## src/rtl/lcd_pkg.sv

```systemverilog
// Shared definitions for the HD44780-style LCD read/write drivers:
// read FSM states, bus constants and default bus timing in clock cycles.
package lcd_pkg;

    typedef enum logic [2:0] {
        ST_IDLE   = 3'd0,
        ST_SETUP  = 3'd1,
        ST_E_HIGH = 3'd2,
        ST_E_LOW  = 3'd3,
        ST_DONE   = 3'd4
    } lcd_rd_state_e;

    localparam int   LCD_BF_BIT      = 7;
    localparam logic LCD_MODE_STATUS = 1'b0;
    localparam logic LCD_MODE_DATA   = 1'b1;

    // Defaults sized for a 50 MHz system clock.
    localparam int LCD_T_AS     = 3;
    localparam int LCD_T_PW     = 24;
    localparam int LCD_T_EL     = 25;
    localparam int LCD_POLL_MAX = 65535;
    localparam int LCD_PHASE_W  = 16;

endpackage

```

## src/rtl/lcd_phase_timer.sv

```systemverilog
// Loadable down-counter that saturates at zero; zero_o marks the last
// cycle of the current bus phase.
module lcd_phase_timer
    import lcd_pkg::*;
#(
    parameter int W = LCD_PHASE_W
) (
    input  logic         clk_i,
    input  logic         rst_i,
    input  logic         load_i,
    input  logic [W-1:0] load_val_i,
    output logic         zero_o
);

    logic [W-1:0] cnt_q;

    always_ff @(posedge clk_i or posedge rst_i) begin
        if (rst_i) begin
            cnt_q <= '0;
        end else if (load_i) begin
            cnt_q <= load_val_i;
        end else if (cnt_q != '0) begin
            cnt_q <= cnt_q - W'(1);
        end else begin
            cnt_q <= cnt_q;
        end
    end

    assign zero_o = (cnt_q == '0);

endmodule

```

## src/rtl/lcd_status_reader.sv

```systemverilog
// LCD read-cycle engine: fetches busy flag/address or a data byte and can
// poll the busy flag until the controller is ready or a poll limit is hit.
module lcd_status_reader
    import lcd_pkg::*;
#(
    parameter int T_AS     = LCD_T_AS,
    parameter int T_PW     = LCD_T_PW,
    parameter int T_EL     = LCD_T_EL,
    parameter int POLL_MAX = LCD_POLL_MAX
) (
    input  logic       clk,
    input  logic       rst,
    input  logic       start,
    input  logic       mode,
    input  logic       wait_ready,
    input  logic [7:0] lcd_data_in,
    output logic       lcd_rs,
    output logic       lcd_rw,
    output logic       lcd_e,
    output logic       lcd_oe,
    output logic       ready,
    output logic       done,
    output logic       timeout,
    output logic       busy_flag,
    output logic [6:0] addr,
    output logic [7:0] rd_data
);

    lcd_rd_state_e state_q;
    logic          mode_q;
    logic          wait_q;
    logic [15:0]   poll_q;
    logic          lcd_rs_q, lcd_rw_q, lcd_e_q, lcd_oe_q;
    logic          ready_q, done_q, timeout_q, busy_flag_q;
    logic [6:0]    addr_q;
    logic [7:0]    rd_data_q;

    logic                   tmr_zero_s;
    logic                   tmr_load_d;
    logic [LCD_PHASE_W-1:0] tmr_val_d;
    logic [16:0]            poll_inc_s;
    logic                   under_max_s;
    logic                   repoll_s;
    logic                   limit_s;

    assign poll_inc_s  = {1'b0, poll_q} + 17'd1;
    assign under_max_s = (poll_inc_s < 17'(POLL_MAX));
    assign repoll_s    = wait_q & busy_flag_q & under_max_s;
    assign limit_s     = wait_q & busy_flag_q & ~under_max_s;

    // Reload the phase timer on every state entry with that phase's length.
    always_comb begin
        tmr_load_d = 1'b0;
        tmr_val_d  = '0;
        case (state_q)
            ST_IDLE: begin
                if (start) begin
                    tmr_load_d = 1'b1;
                    tmr_val_d  = LCD_PHASE_W'(T_AS - 1);
                end else begin
                    tmr_load_d = 1'b0;
                end
            end
            ST_SETUP: begin
                if (tmr_zero_s) begin
                    tmr_load_d = 1'b1;
                    tmr_val_d  = LCD_PHASE_W'(T_PW - 1);
                end else begin
                    tmr_load_d = 1'b0;
                end
            end
            ST_E_HIGH: begin
                if (tmr_zero_s) begin
                    tmr_load_d = 1'b1;
                    tmr_val_d  = LCD_PHASE_W'(T_EL - 1);
                end else begin
                    tmr_load_d = 1'b0;
                end
            end
            ST_E_LOW: begin
                if (tmr_zero_s && repoll_s) begin
                    tmr_load_d = 1'b1;
                    tmr_val_d  = LCD_PHASE_W'(T_AS - 1);
                end else begin
                    tmr_load_d = 1'b0;
                end
            end
            default: begin
                tmr_load_d = 1'b0;
            end
        endcase
    end

    lcd_phase_timer #(
        .W(LCD_PHASE_W)
    ) u_timer (
        .clk_i      (clk),
        .rst_i      (rst),
        .load_i     (tmr_load_d),
        .load_val_i (tmr_val_d),
        .zero_o     (tmr_zero_s)
    );

    // Read-cycle sequencer with registered pin and status outputs.
    always_ff @(posedge clk or posedge rst) begin
        if (rst) begin
            state_q     <= ST_IDLE;
            mode_q      <= LCD_MODE_STATUS;
            wait_q      <= 1'b0;
            poll_q      <= 16'd0;
            lcd_rs_q    <= 1'b0;
            lcd_rw_q    <= 1'b0;
            lcd_e_q     <= 1'b0;
            lcd_oe_q    <= 1'b1;
            ready_q     <= 1'b1;
            done_q      <= 1'b0;
            timeout_q   <= 1'b0;
            busy_flag_q <= 1'b0;
            addr_q      <= 7'd0;
            rd_data_q   <= 8'd0;
        end else begin
            done_q    <= 1'b0;
            timeout_q <= 1'b0;
            case (state_q)
                ST_IDLE: begin
                    if (start) begin
                        state_q  <= ST_SETUP;
                        mode_q   <= mode;
                        wait_q   <= wait_ready & ~mode;
                        poll_q   <= 16'd0;
                        ready_q  <= 1'b0;
                        lcd_oe_q <= 1'b0;
                        lcd_rw_q <= 1'b1;
                        lcd_rs_q <= mode;
                    end
                end
                ST_SETUP: begin
                    if (tmr_zero_s) begin
                        state_q <= ST_E_HIGH;
                        lcd_e_q <= 1'b1;
                    end
                end
                ST_E_HIGH: begin
                    if (tmr_zero_s) begin
                        state_q <= ST_E_LOW;
                        lcd_e_q <= 1'b0;
                        if (mode_q == LCD_MODE_DATA) begin
                            rd_data_q <= lcd_data_in;
                        end else begin
                            busy_flag_q <= lcd_data_in[LCD_BF_BIT];
                            addr_q      <= lcd_data_in[6:0];
                        end
                    end
                end
                ST_E_LOW: begin
                    if (tmr_zero_s) begin
                        if (repoll_s) begin
                            state_q <= ST_SETUP;
                            poll_q  <= poll_q + 16'd1;
                        end else begin
                            state_q   <= ST_DONE;
                            done_q    <= 1'b1;
                            timeout_q <= limit_s;
                            lcd_rw_q  <= 1'b0;
                            lcd_rs_q  <= 1'b0;
                            lcd_oe_q  <= 1'b1;
                        end
                    end
                end
                ST_DONE: begin
                    state_q <= ST_IDLE;
                    ready_q <= 1'b1;
                end
                default: begin
                    state_q  <= ST_IDLE;
                    lcd_e_q  <= 1'b0;
                    lcd_rw_q <= 1'b0;
                    lcd_rs_q <= 1'b0;
                    lcd_oe_q <= 1'b1;
                    ready_q  <= 1'b1;
                end
            endcase
        end
    end

    assign lcd_rs    = lcd_rs_q;
    assign lcd_rw    = lcd_rw_q;
    assign lcd_e     = lcd_e_q;
    assign lcd_oe    = lcd_oe_q;
    assign ready     = ready_q;
    assign done      = done_q;
    assign timeout   = timeout_q;
    assign busy_flag = busy_flag_q;
    assign addr      = addr_q;
    assign rd_data   = rd_data_q;

endmodule

```

## config.mk

```make
export PLATFORM = sky130hd
export DESIGN_NAME = lcd_status_reader
export DESIGN_NICKNAME = d
export VERILOG_FILES = /design/src/rtl/lcd_pkg.sv /design/src/rtl/lcd_phase_timer.sv /design/src/rtl/lcd_status_reader.sv
export SDC_FILE = /design/constraint.sdc
export NUM_CORES = 1
export LEC_CHECK = 0
export CORE_MARGIN = 2
export CORE_UTILIZATION = 30
export DETAILED_ROUTE_END_ITERATION = 8
export HOLD_SLACK_MARGIN = 0.15
export PLACE_DENSITY_LB_ADDON = 0.3
export SYNTH_ARGS = -nofsm -noshare
export SYNTH_HDL_FRONTEND = slang
export SYNTH_SLANG_ARGS = --single-unit
```

## constraint.sdc

```tcl
create_clock -name clk -period 6.43 [get_ports clk]
set_clock_uncertainty 0.15 [all_clocks]
set_input_delay 0.9645 -clock clk [delete_from_list [all_inputs] [get_ports clk]]
set_output_delay 0.9645 -clock clk [all_outputs]
set_load 0.02 [all_outputs]
```

; Word-level counts from Yosys, hierarchy flattened
; Index checks and enable logic that the tools add are counted.
[totals]
reg_bits = 60
inputBits = 13
[classes]
eq_ne = 10
reduce_logical = 18
addsub = 3
bitwise = 10
order_cmp = 1
muxes = 41
[op_table]
columns = cell, n
row1 = two-way mux 16 bit, 5
row2 = case mux 16 bit (2 select lines), 1
row3 = case mux 5 bit (4 select lines), 1
row4 = two-way mux 1 bit, 18
row5 = adder 16 x 1 -> 17 bit (second input constant), 1
row6 = < comparator 17 x 16 -> 1 bit (second input constant), 1
row7 = adder 16 x 1 -> 16 bit (second input constant), 1
row8 = logical NOT 16 bit, 1
row9 = nonzero test 16 bit, 1
row10 = subtractor 16 x 1 -> 16 bit (second input constant), 1
row11 = two-way mux 3 bit, 5
row12 = case mux 1 bit (3 select lines), 5
row13 = inequality test 2 bit (second input constant), 6
row14 = case mux 3 bit (4 select lines), 1
row15 = AND reduction 4 bit, 3
row16 = two-way mux 5 bit, 2
row17 = AND reduction 3 bit, 3
row18 = OR reduction 3 bit, 3
row19 = equality test 3 x 2 -> 1 bit (second input constant), 2
row20 = NOT 1 bit, 6
row21 = bitwise AND 1 bit, 4
row22 = two-way mux 2 bit, 2
row23 = AND reduction 2 bit, 2
row24 = nonzero test 2 bit, 2
row25 = other kinds (6), 6

; Longest topological paths before layout
; Gate-level depths: netlist of run 1.
[logic_depth]
depth_word = 7
mapped_depth = 10
ltp_nobuf = 9

; Hierarchy
; A second synthesis of run 1 with hierarchy kept.
[unflattened]
cells_unflattened = 352
area_unflattened_um2 = 3467.1
[modules_own_cells]
columns = mod, area_each_um2, n_inst, cells_per_inst, seq_area_each_um2
row1 = lcd_status_reader, 2473.6, 1, 250, 1103.6
row2 = lcd_phase_timer, 993.5, 1, 102, 400.4

; Least setup slack after synthesis of run 1
; OpenSTA, ideal clock, no wires.
[synth_path]
path_kind = register to register
from = reg poll_q[0]
to = reg u_timer.cnt_q[1]
path_slack_ns = 3.853
path_buffers = 1
t_required_ns = 6.148
setup_time_ns = 0.132
arrival_time_ns = 2.295
stages_incl_launch_ff = 10
path_cell_list = dfrtp_1 -> ha_1 -> nand2b_1 -> a2111o_1 -> a21o_1 -> a211oi_2 -> o21a_1 -> buf_6 -> o21a_4 -> or3b_1
[synth_between]
elab_chain_len = 7
[synth_lines]
columns = element, line_no
row1 = from (decl), lcd_status_reader.sv:32  ; logic [15:0] poll_q;
row2 = from (signal assigned), lcd_status_reader.sv:159  ; poll_q <= poll_q + 16'd1;
row3 = adder 16 x 1 -> 17 bit (*), lcd_status_reader.sv:46  ; assign poll_inc_s = {1'b0, poll_q} + 17'd1;
row4 = < comparator 17 x 16 -> 1 bit (*), lcd_status_reader.sv:47  ; assign under_max_s = (poll_inc_s < 17'(POLL_MAX));
row5 = bitwise AND 1 bit (*), lcd_status_reader.sv:48  ; assign repoll_s = wait_q & busy_flag_q & under_max_s;
row6 = logical AND 1 bit (*), lcd_status_reader.sv:81  ; if (tmr_zero_s && repoll_s) begin
row7 = two-way mux 2 bit / two-way mux 1 bit (equally long branches), lcd_status_reader.sv:81
row8 = case mux 5 bit (4 select lines) / case mux 1 bit (3 select lines) (equally long branches), lcd_status_reader.sv:55  ; case (state_q)
row9 = two-way mux 16 bit / nonzero test 2 bit (equally long branches), n/a
row10 = to (signal assigned), lcd_phase_timer.sv:21  ; cnt_q <= load_val_i;
row11 = to (signal assigned), lcd_phase_timer.sv:23  ; cnt_q <= cnt_q - W'(1);
row12 = to (signal assigned), lcd_phase_timer.sv:25  ; cnt_q <= cnt_q;
row13 = to (decl), lcd_phase_timer.sv:15  ; logic [W-1:0] cnt_q;
; Mark *: on every way between the ends. The rest lies on a longest branch, timed or not.
; A chain may end at the register's enable or synchronous reset.

; Worst setup path in the final report of run 1
[layout_path]
from = reg u_timer.cnt_q[2]
to = reg u_timer.cnt_q[13]
[layout_between]
elab_chain_len = 5
[layout_lines]
columns = element
row1 = "parallel branches: the longest is 5 deep, another holds subtractor 16 x 1 -> 16 bit"
; Several ways; the timed one is not identified. The select of a mux whose other input is x is not followed.

==> summary.txt, run 1 <==
IO Port Bufs: 35
CTS max path bufs: 2
Synth warn: 0
Avg Vias per Cell: 5.10
Starting density of the core: 30.7%
Fillers: 1,039
Post-CTS setup buffers: 0
Cell area power density: 211 mW/mm2
Die H: 106 um
Max H-tree Level: 3
Switching Power: 186 uW
Drt wl/cell: 14.3 um
Cell Area, Synth: 0.00314 mm2
1st-iter DRT viols: 135
Final setup violating endpoints: 0
Critical path endpoint category: register
RSZ-0062 raised after global routing: no
Pin count of the biggest net entering global routing: 61
Clk Latency, worst-skew pair: 350 ps
Hold slack: 335 ps
Met1 wire length: 3.32 mm
Yosys top cell by area: dfrtp_1
Fin crit share: 47.8%
Critical Path RT: 6480 ps
Root Driver: clkbuf_8
Final Hold Viols: 0
Metal3 WL: 279 um
Max Clock Freq: 325 MHz
Boundary pin count: 36
Area Overhead vs Synth: 21.9%
Slew @ Worst Pin: 838 ps
Cells after DPL: 477
Final #Nets: 368
DIE WIDTH: 106 um
DP Area: 0.00360 mm2
Top cells by area, synth: dfrtp_1 (46%), mux2_2 (5.7%), nor2_1 (3.7%)
Post-synth top cells: dfrtp_1 (58), nor2_1 (31), nand2_1 (26)
Cells after Synth: 315
Count leader, synth: dfrtp_1
Crit Path Class: register to register
Hold_buf cts: 0
Max FO, Critical Path: 13
TritonCTS Buffers: 9
Total gr overflow: 0
Fin cells: 493
Flip-flop and latch count after synthesis: 60
Die area: 0.0113 mm2
Register area share after synthesis: 47.9%
Fin. max-slew vios: 0
Drc violations: 0
Post-synthesis net count: 331
Via Count: 2,513
Pint: 622 uW
Routed wl met2: 3.26 mm
N_diodes: 0
Async S/R FF share, synth: 100%
Vias in the first global route: 2,470
Clock transition at the registers of the reported paths: 80 ps
CORE AREA: 0.0102 mm2
CTS tree: done
Share of post-route cells with drive strength above 1: 12.0%
Global-route wire length before repair: 12.0 mm
Clk sinks: 60
Post-synth EDFFs: 0
Final Instance Area: 0.00383 mm2
Setup TNS: 0 ps
Main synth FF type: dfrtp_1
Max-slew headroom: 44.1%
All-layer global routing usage: 13.4%
Run status: complete, no violations
Pleak: 0.00167 uW
Routed Antenna Nets: 0
VDD IR max: 0.141 mV
Rows: 37
Initial antenna violation count: 0
DRT Wirelength: 7.04 mm
Syn Area/Cell: 9.97 um2
Max-Cap Viols: 0
Seq pwr share: 47.7%
Comb power frac: 4.7%
Crit path launch type: register
CTS resizes: 0
TritonRoute pass-1 iters: 4
Area share of the largest cell type after synthesis: 46.2%
Routability Congestion: 0.802
Hpwl dp: 4.99 mm
CP arrival: 3120 ps
Top Layer Used: met4
Clk pwr share: 47.6%
Synth cell types: 54
Minimum clock period: 3080 ps
Net Sw Frac: 23.0%
HP Class: register to register
cells by family after synthesis:
kind of cell,Yosys count,synth area share (%)
flip-flops,60,47.9
multiplexers,17,6.06
AND/OR/NAND/NOR,132,22.2
XOR/XNOR,17,4.74
buffers and inverters,20,3.19
AO/OA/AOI/OAI,66,14.7
adder cells (fa/ha/maj),3,1.20
layout by cell type (no fill, tap or decap), drive strengths merged, types with 7 or more instances in the layout:
cell,Yosys,routed
a21o,14,14
a211oi,7,7
inv,10,12
clkbuf,4,9
xnor2,11,11
clkdlybuf4s50,0,35
nand3,17,17
or3,10,10
mux2,16,16
nor2,31,31
nand2,26,26
dfrtp,58,58
o21ai,17,17
final timing paths:
check,slack [ps],from,depth (start not counted),end
worst max-delay path,3350,u_timer.cnt_q[2],5,u_timer.cnt_q[13]
worst min-delay path,340,lcd_oe,2,lcd_oe
worst max register to register,3350,u_timer.cnt_q[2],5,u_timer.cnt_q[13]
worst min register to register,340,lcd_oe,2,lcd_oe
max in group asynchronous,4630,rst,3,poll_q[6]
min in group asynchronous,990,rst,3,rd_data[0]
power by group through the flow:
stage / Combinational, uW / Sequential, uW / Clock [uW]
final: 38.0 / 385 / 385
after global routing: 41.3 / 386 / 410
after CTS: 39.2 / 385 / 396
after detailed placement: 38.9 / 393 / 0
after global placement: 38.8 / 392 / 0
after floorplan: 10.1 / 399 / 0
cell type report:
type	instances	area, um2	share of cell area, %
inverter	10	37.5	0.981
clock inverter	7	98.8	2.58
tap	136	170	4.45
timing repair buffer	36	358	9.35
multi-input combinational	235	1540	40.1
clock buffer	9	124	3.24
sequential	60	1500	39.3
registers in the layout, indices dropped and copies added (netlist names):
name and cells:
rd_data 8, done 1, poll_q 16, ready 1, state_q 3, wait_q 1, mode_q 1, timeout 1
lcd_rs 1, busy_flag 1, lcd_rw 1, addr 7, lcd_e 1, u_timer.cnt_q 16, lcd_oe 1
worst max-delay path, cell delays in order, from the launching register on:
cell and delay [ps]:
dfrtp_1 440, nor4_2 490, nand4_1 530, or2_1 500, o22ai_1 680, nor2_1 130
per-layer routing:
metal / vias up / global-route usage, %
met5: - / 0
met4: 0 / 7.14
met3: 14 / 2.45
met2: 57 / 20.6
met1: 1223 / 18.0
li1: 1219 / -
per-stage QoR:
stage	setup slack [ps]	utilization (%)	power, uW
after floorplan	3830	-	409
after global placement	3440	35.2	431
after detailed placement	3340	35.2	431
after CTS	3310	37.4	821
after global routing	2890	37.4	837
final	3350	37.4	808
No activity file was read; power rests on OpenSTA's default activity.
==> run 2, diff against run 1 <==
clock period = 2.65 ns   (was 6.43 ns; I/O delays follow)
==> run 2 against run 1 <==
- via count is 3.6% higher
- sequential share of layout area is 2.2 points lower
- core utilization is 2.2 points higher
- worst hold slack worse by 55 ps
- clock-buffer cell count stayed put
- worst setup slack worse by 3200 ps
- flip-flop and latch count stayed put
- global-route usage is 0.94 points higher
- largest cell class unchanged
==> summary.txt, run 2 (synthesis results as in run 1) <==
Max-Cap Viols: 0
TritonCTS Buffers: 9
Fin crit share: 95.6%
Max Clock Freq: 395 MHz
Share of post-route cells with drive strength above 1: 20.7%
Critical path endpoint category: register
CP arrival: 2620 ps
DRT Wirelength: 7.39 mm
Max-slew headroom: 67.8%
Cell area power density: 435 mW/mm2
Via Count: 2,603
N_diodes: 0
Drt wl/cell: 14.1 um
Delay-heaviest family, CP: compound AO/OA/AOI/OAI gates
Final Hold Viols: 0
Run status: complete, no violations
CORE AREA: 0.0102 mm2
Hpwl dp: 5.27 mm
Most used cell along the critical path: a211o_1
Clk sinks: 60
Fin. max-slew vios: 0
Clk Latency, worst-skew pair: 350 ps
1st-iter DRT viols: 220
Net Sw Frac: 25.2%
Final #Nets: 398
CP max stage delay: 400 ps
Die area: 0.0113 mm2
TritonRoute pass-1 iters: 5
Pin count of the biggest net entering global routing: 61
Pint: 1320 uW
Clock transition at the registers of the reported paths: 70 ps
HP Class: primary input to async pin
Most common cell after layout, fill and taps aside: dfrtp_1
Hold_buf cts: 0
DP Area: 0.00384 mm2
Slowest cell on crit path: dfrtp_1
Vias in the first global route: 2,684
All-layer global routing usage: 14.4%
Comb power frac: 5.4%
IO Port Bufs: 35
Register area: 0.00150 mm2
Setup TNS: 0 ps
Footprint of the multi-input gates: 0.00157 mm2
Fillers: 1,014
Seq pwr share: 53.1%
CTS max path bufs: 2
Crit path launch type: register
Crit Path Class: register to register
Total gr overflow: 0
Starting density of the core: 30.7%
Initial antenna violation count: 0
Area Overhead vs Synth: 29.1%
Pleak: 0.00180 uW
Minimum clock period: 2530 ps
DIE WIDTH: 106 um
CP Buf/Inv Count: 1
Hold slack: 280 ps
Clk pwr share: 41.6%
Worst path cell trace: ha_2 -> nand4b_1 -> a2111o_1 -> a211o_1 -> a211o_1 -> o31ai_2 -> buf_4 -> o21ai_0 -> a21o_1
Boundary pin count: 36
Critical Path RT: 2730 ps
VDD IR max: 0.412 mV
Rows: 37
Commonest cells after routing, fill and taps aside: dfrtp_1 (58), clkdlybuf4s50_1 (35), nor2_1 (31)
Global-route wire length before repair: 12.9 mm
Drc violations: 0
Routability Congestion: 0.844
Die H: 106 um
Routed Antenna Nets: 0
Max H-tree Level: 3
Slew @ Worst Pin: 484 ps
Switching Power: 445 uW
Root Driver: clkbuf_8
Final setup violating endpoints: 0
CTS tree: done
Max FO, Critical Path: 6
Final Instance Area: 0.00405 mm2
Avg Vias per Cell: 4.98
-- run 2: metrics by stage --
stage	std cells	util, %	setup slack [ps]	power (uW)
floorplan	315	-	73.1	992
global placement	507	37.6	-6.18	1050
detailed placement	507	37.6	-19.6	1050
CTS	523	39.4	18.2	1790
global route	523	39.6	-8.11	1830
finish	523	39.6	117	1760
-- run 2: metal layers --
| metal | track usage [%] | vias up | wire [um] |
|---|---|---|---|
| met5 | 0 | - | 0 |
| met4 | 6.86 | 0 | 152 |
| met3 | 3.07 | 16 | 336 |
| met2 | 21.9 | 56 | 3450 |
| met1 | 19.4 | 1251 | 3460 |
| li1 | - | 1280 | - |
-- run 2: repair_timing --
item	CTS	global route
buffers inserted	0	0
resized for setup	2	6
pin swaps	0	1
endpoints found under the setup margin	7	36
-- run 2: power by group through the flow --
stage / clock network, uW / registers [uW] / logic [uW]
after CTS: 759 / 935 / 97.3
after global routing: 793 / 936 / 103
final: 732 / 935 / 94.7
after floorplan: 0 / 967 / 24.6
after global placement: 0 / 952 / 96.8
after detailed placement: 0 / 953 / 97.3
-- run 2: worst paths after layout --
path	from	end	slack, ps	cells after the start
max in group asynchronous	rst	lcd_oe	1760	3
hold / removal	rst	addr[0]	280	3
min in group clk	lcd_oe	lcd_oe	320	2
setup reg to reg	poll_q[1]	poll_q[4]	120	9
hold reg to reg	lcd_oe	lcd_oe	320	2
setup / recovery	poll_q[1]	poll_q[4]	120	9
-- run 2: layout make-up --
type	count	area share, %
multi-input combinational	235	38.7
sequential	60	37.1
timing repair buffer	66	14.7
tap	136	4.20
clock buffer	9	3.06
clock inverter	7	1.30
inverter	10	0.926
-- run 2: tightest hold or removal path: stages --
cell and delay (ps):
clkdlybuf4s50_1 410, inv_2 70, buf_12 280
==> run 3, diff against run 2 <==
DONT_BUFFER_PORTS = 1   (was default)
==> run 3 against run 2 <==
- wire length decreased by 3.1%
- critical endpoint unchanged
- sequential power up 2%
- global-route usage is 0.81 points lower
- die area stayed put
- via count fell by 3.4%
==> summary.txt, run 3 (synthesis results as in run 1) <==
Run status: complete, no violations
Drt wl/cell: 14.4 um
CTS tree: done
Design Power: 1840 uW
TritonRoute pass-1 iters: 4
R2R Setup Slk: 130 ps
Max-Cap Viols: 0
Rows: 37
DRT Wirelength: 7.17 mm
Cells after DPL: 468
End of the worst hold path: state_q[0]
Commonest cells after routing, fill and taps aside: dfrtp_1 (58), nor2_1 (31), nand2_1 (26), buf_4 (26), nand3_1 (17)
Final #Nets: 372
Routed Antenna Nets: 0
Die area: 0.0113 mm2
Fin crit share: 94.9%
Slowest cell on crit path: a2111o_1
HP Class: primary input to register
Die H: 106 um
IO Port Bufs: 0
1st-iter DRT viols: 136
Hpwl dp: 5.07 mm
TritonCTS Buffers: 9
Clock transition at the registers of the reported paths: 70 ps
Crit Path Class: register to register
Cell area power density: 478 mW/mm2
Max-slew headroom: 51.2%
CTS max path bufs: 2
DP Area: 0.00346 mm2
CP Buf/Inv Count: 2
Total gr overflow: 0
N_diodes: 0
All-layer global routing usage: 13.6%
Fin cells: 497
Clk sinks: 60
Starting density of the core: 30.7%
Vias in the first global route: 2,527
DIE WIDTH: 106 um
Hold_sp: start
Delay-heaviest family, CP: compound AO/OA/AOI/OAI gates
Avg Vias per Cell: 5.06
Max H-tree Level: 3
Drc violations: 0
Most common cell after layout, fill and taps aside: dfrtp_1
Clk Latency, worst-skew pair: 350 ps
Critical Path RT: 2740 ps
Via Count: 2,515
Worst Hold Depth: 2
FF-to-FF End: poll_q[4]
Area Overhead vs Synth: 22.5%
Critical path endpoint category: register
Reg-to-reg startpoint: poll_q[0]
R2R depth: 10
Minimum clock period: 2520 ps
Initial antenna violation count: 0
CP max stage delay: 420 ps
Final setup violating endpoints: 0
Fin. max-slew vios: 0
Final Hold Viols: 0
CP arrival: 2610 ps
Global-route wire length before repair: 12.1 mm
Routability Congestion: 0.787
Max FO, Critical Path: 6
Slew @ Worst Pin: 731 ps
Worst path cell trace: ha_2 -> buf_6 -> nand2b_1 -> a2111o_1 -> a211o_1 -> a211o_1 -> o31ai_4 -> buf_6 -> o21ai_0 -> a21o_1
CORE AREA: 0.0102 mm2
Share of post-route cells with drive strength above 1: 21.9%
Pin count of the biggest net entering global routing: 35
Pleak: 0.00172 uW
Crit path launch type: register
Max Clock Freq: 397 MHz
Final Instance Area: 0.00385 mm2
Root Driver: clkbuf_8
Boundary pin count: 36
VDD IR max: 0.335 mV
-- run 3: cell count changes in the layout (fill, tap and decap cells not counted), sizes merged --
cell | before | now
bufinv | 0 | 1
clkdlybuf4s50 | 35 | 0
clkinv | 2 | 3
dlygate4sd3 | 0 | 11
clkinvlp | 4 | 2
buf | 31 | 29
-- run 3: what timing repair did --
| action | CTS | global route |
|---|---|---|
| endpoints found under the setup margin | 11 | 30 |
| endpoints found under the hold margin | 52 | 0 |
| setup buffers | 0 | 2 |
| pin swaps | 0 | 7 |
| resized for setup | 1 | 14 |
| gates cloned | 0 | 0 |
| hold buffers | 11 | 0 |
-- run 3: worst max path at each step --
stage | start | end | slack, ps | depth (start not counted)
3_3_place_gp | poll_q[0] | u_timer.cnt_q[5] | 30 | 8
4_1_cts | poll_q[0] | done | 10 | 9
3_5_place_dp | poll_q[0] | u_timer.cnt_q[5] | -50 | 8
2_1_floorplan | poll_q[0] | u_timer.cnt_q[1] | 70 | 9
5_1_grt | u_timer.cnt_q[11] | poll_q[9] | -2 | 8
6_report | poll_q[0] | poll_q[4] | 130 | 10
-- run 3: layout make-up --
| class | instances | area (um2) |
|---|---|---|
| inverter | 10 | 37.5 |
| timing repair buffer | 40 | 348 |
| tap | 136 | 170 |
| clock buffer | 9 | 124 |
| sequential | 60 | 1500 |
| multi-input combinational | 235 | 1590 |
| clock inverter | 7 | 76.3 |
| fill | 1000 | 6380 |
-- run 3: stage by stage --
stage                     worst slack (ps)  setup TNS [ps]  hold slack (ps)  util (%)
final                                  134               0              179      37.6
after global routing                 -2.07           -2.07              193      37.6
after CTS                             9.56               0              172      36.9
after detailed placement             -48.9            -127              311      33.8
after global placement                31.7               0              292      33.8
after floorplan                       73.1               0              314         -
-- run 3: layer usage --
metal | routed length, um | global-route usage (%) | vias up
li1 | - | - | 1230
met1 | 3400 | 18.1 | 1215
met2 | 3290 | 20.5 | 59
met3 | 294 | 2.33 | 11
met4 | 188 | 8.08 | 0
met5 | 0 | 0 | -
-- run 3: power by group --
| part | switching, uW | total [uW] | internal (uW) |
|---|---|---|---|
| registers | 25.1 | 953 | 928 |
| clock network | 400 | 838 | 438 |
| logic | 24.8 | 48.0 | 23.2 |
| total | 450 | 1840 | 1390 |
-- run 3: worst register-to-register path: cells and delay by family, from the launching register on --
| family | cells | cell delay (ps) |
|---|---|---|
| AO/OA/AOI/OAI | 6 | 1340 |
| adder cells (fa/ha/maj) | 1 | 210 |
| buffers and inverters | 2 | 270 |
| flip-flops | 1 | 400 |
| AND/OR/NAND/NOR | 1 | 70 |
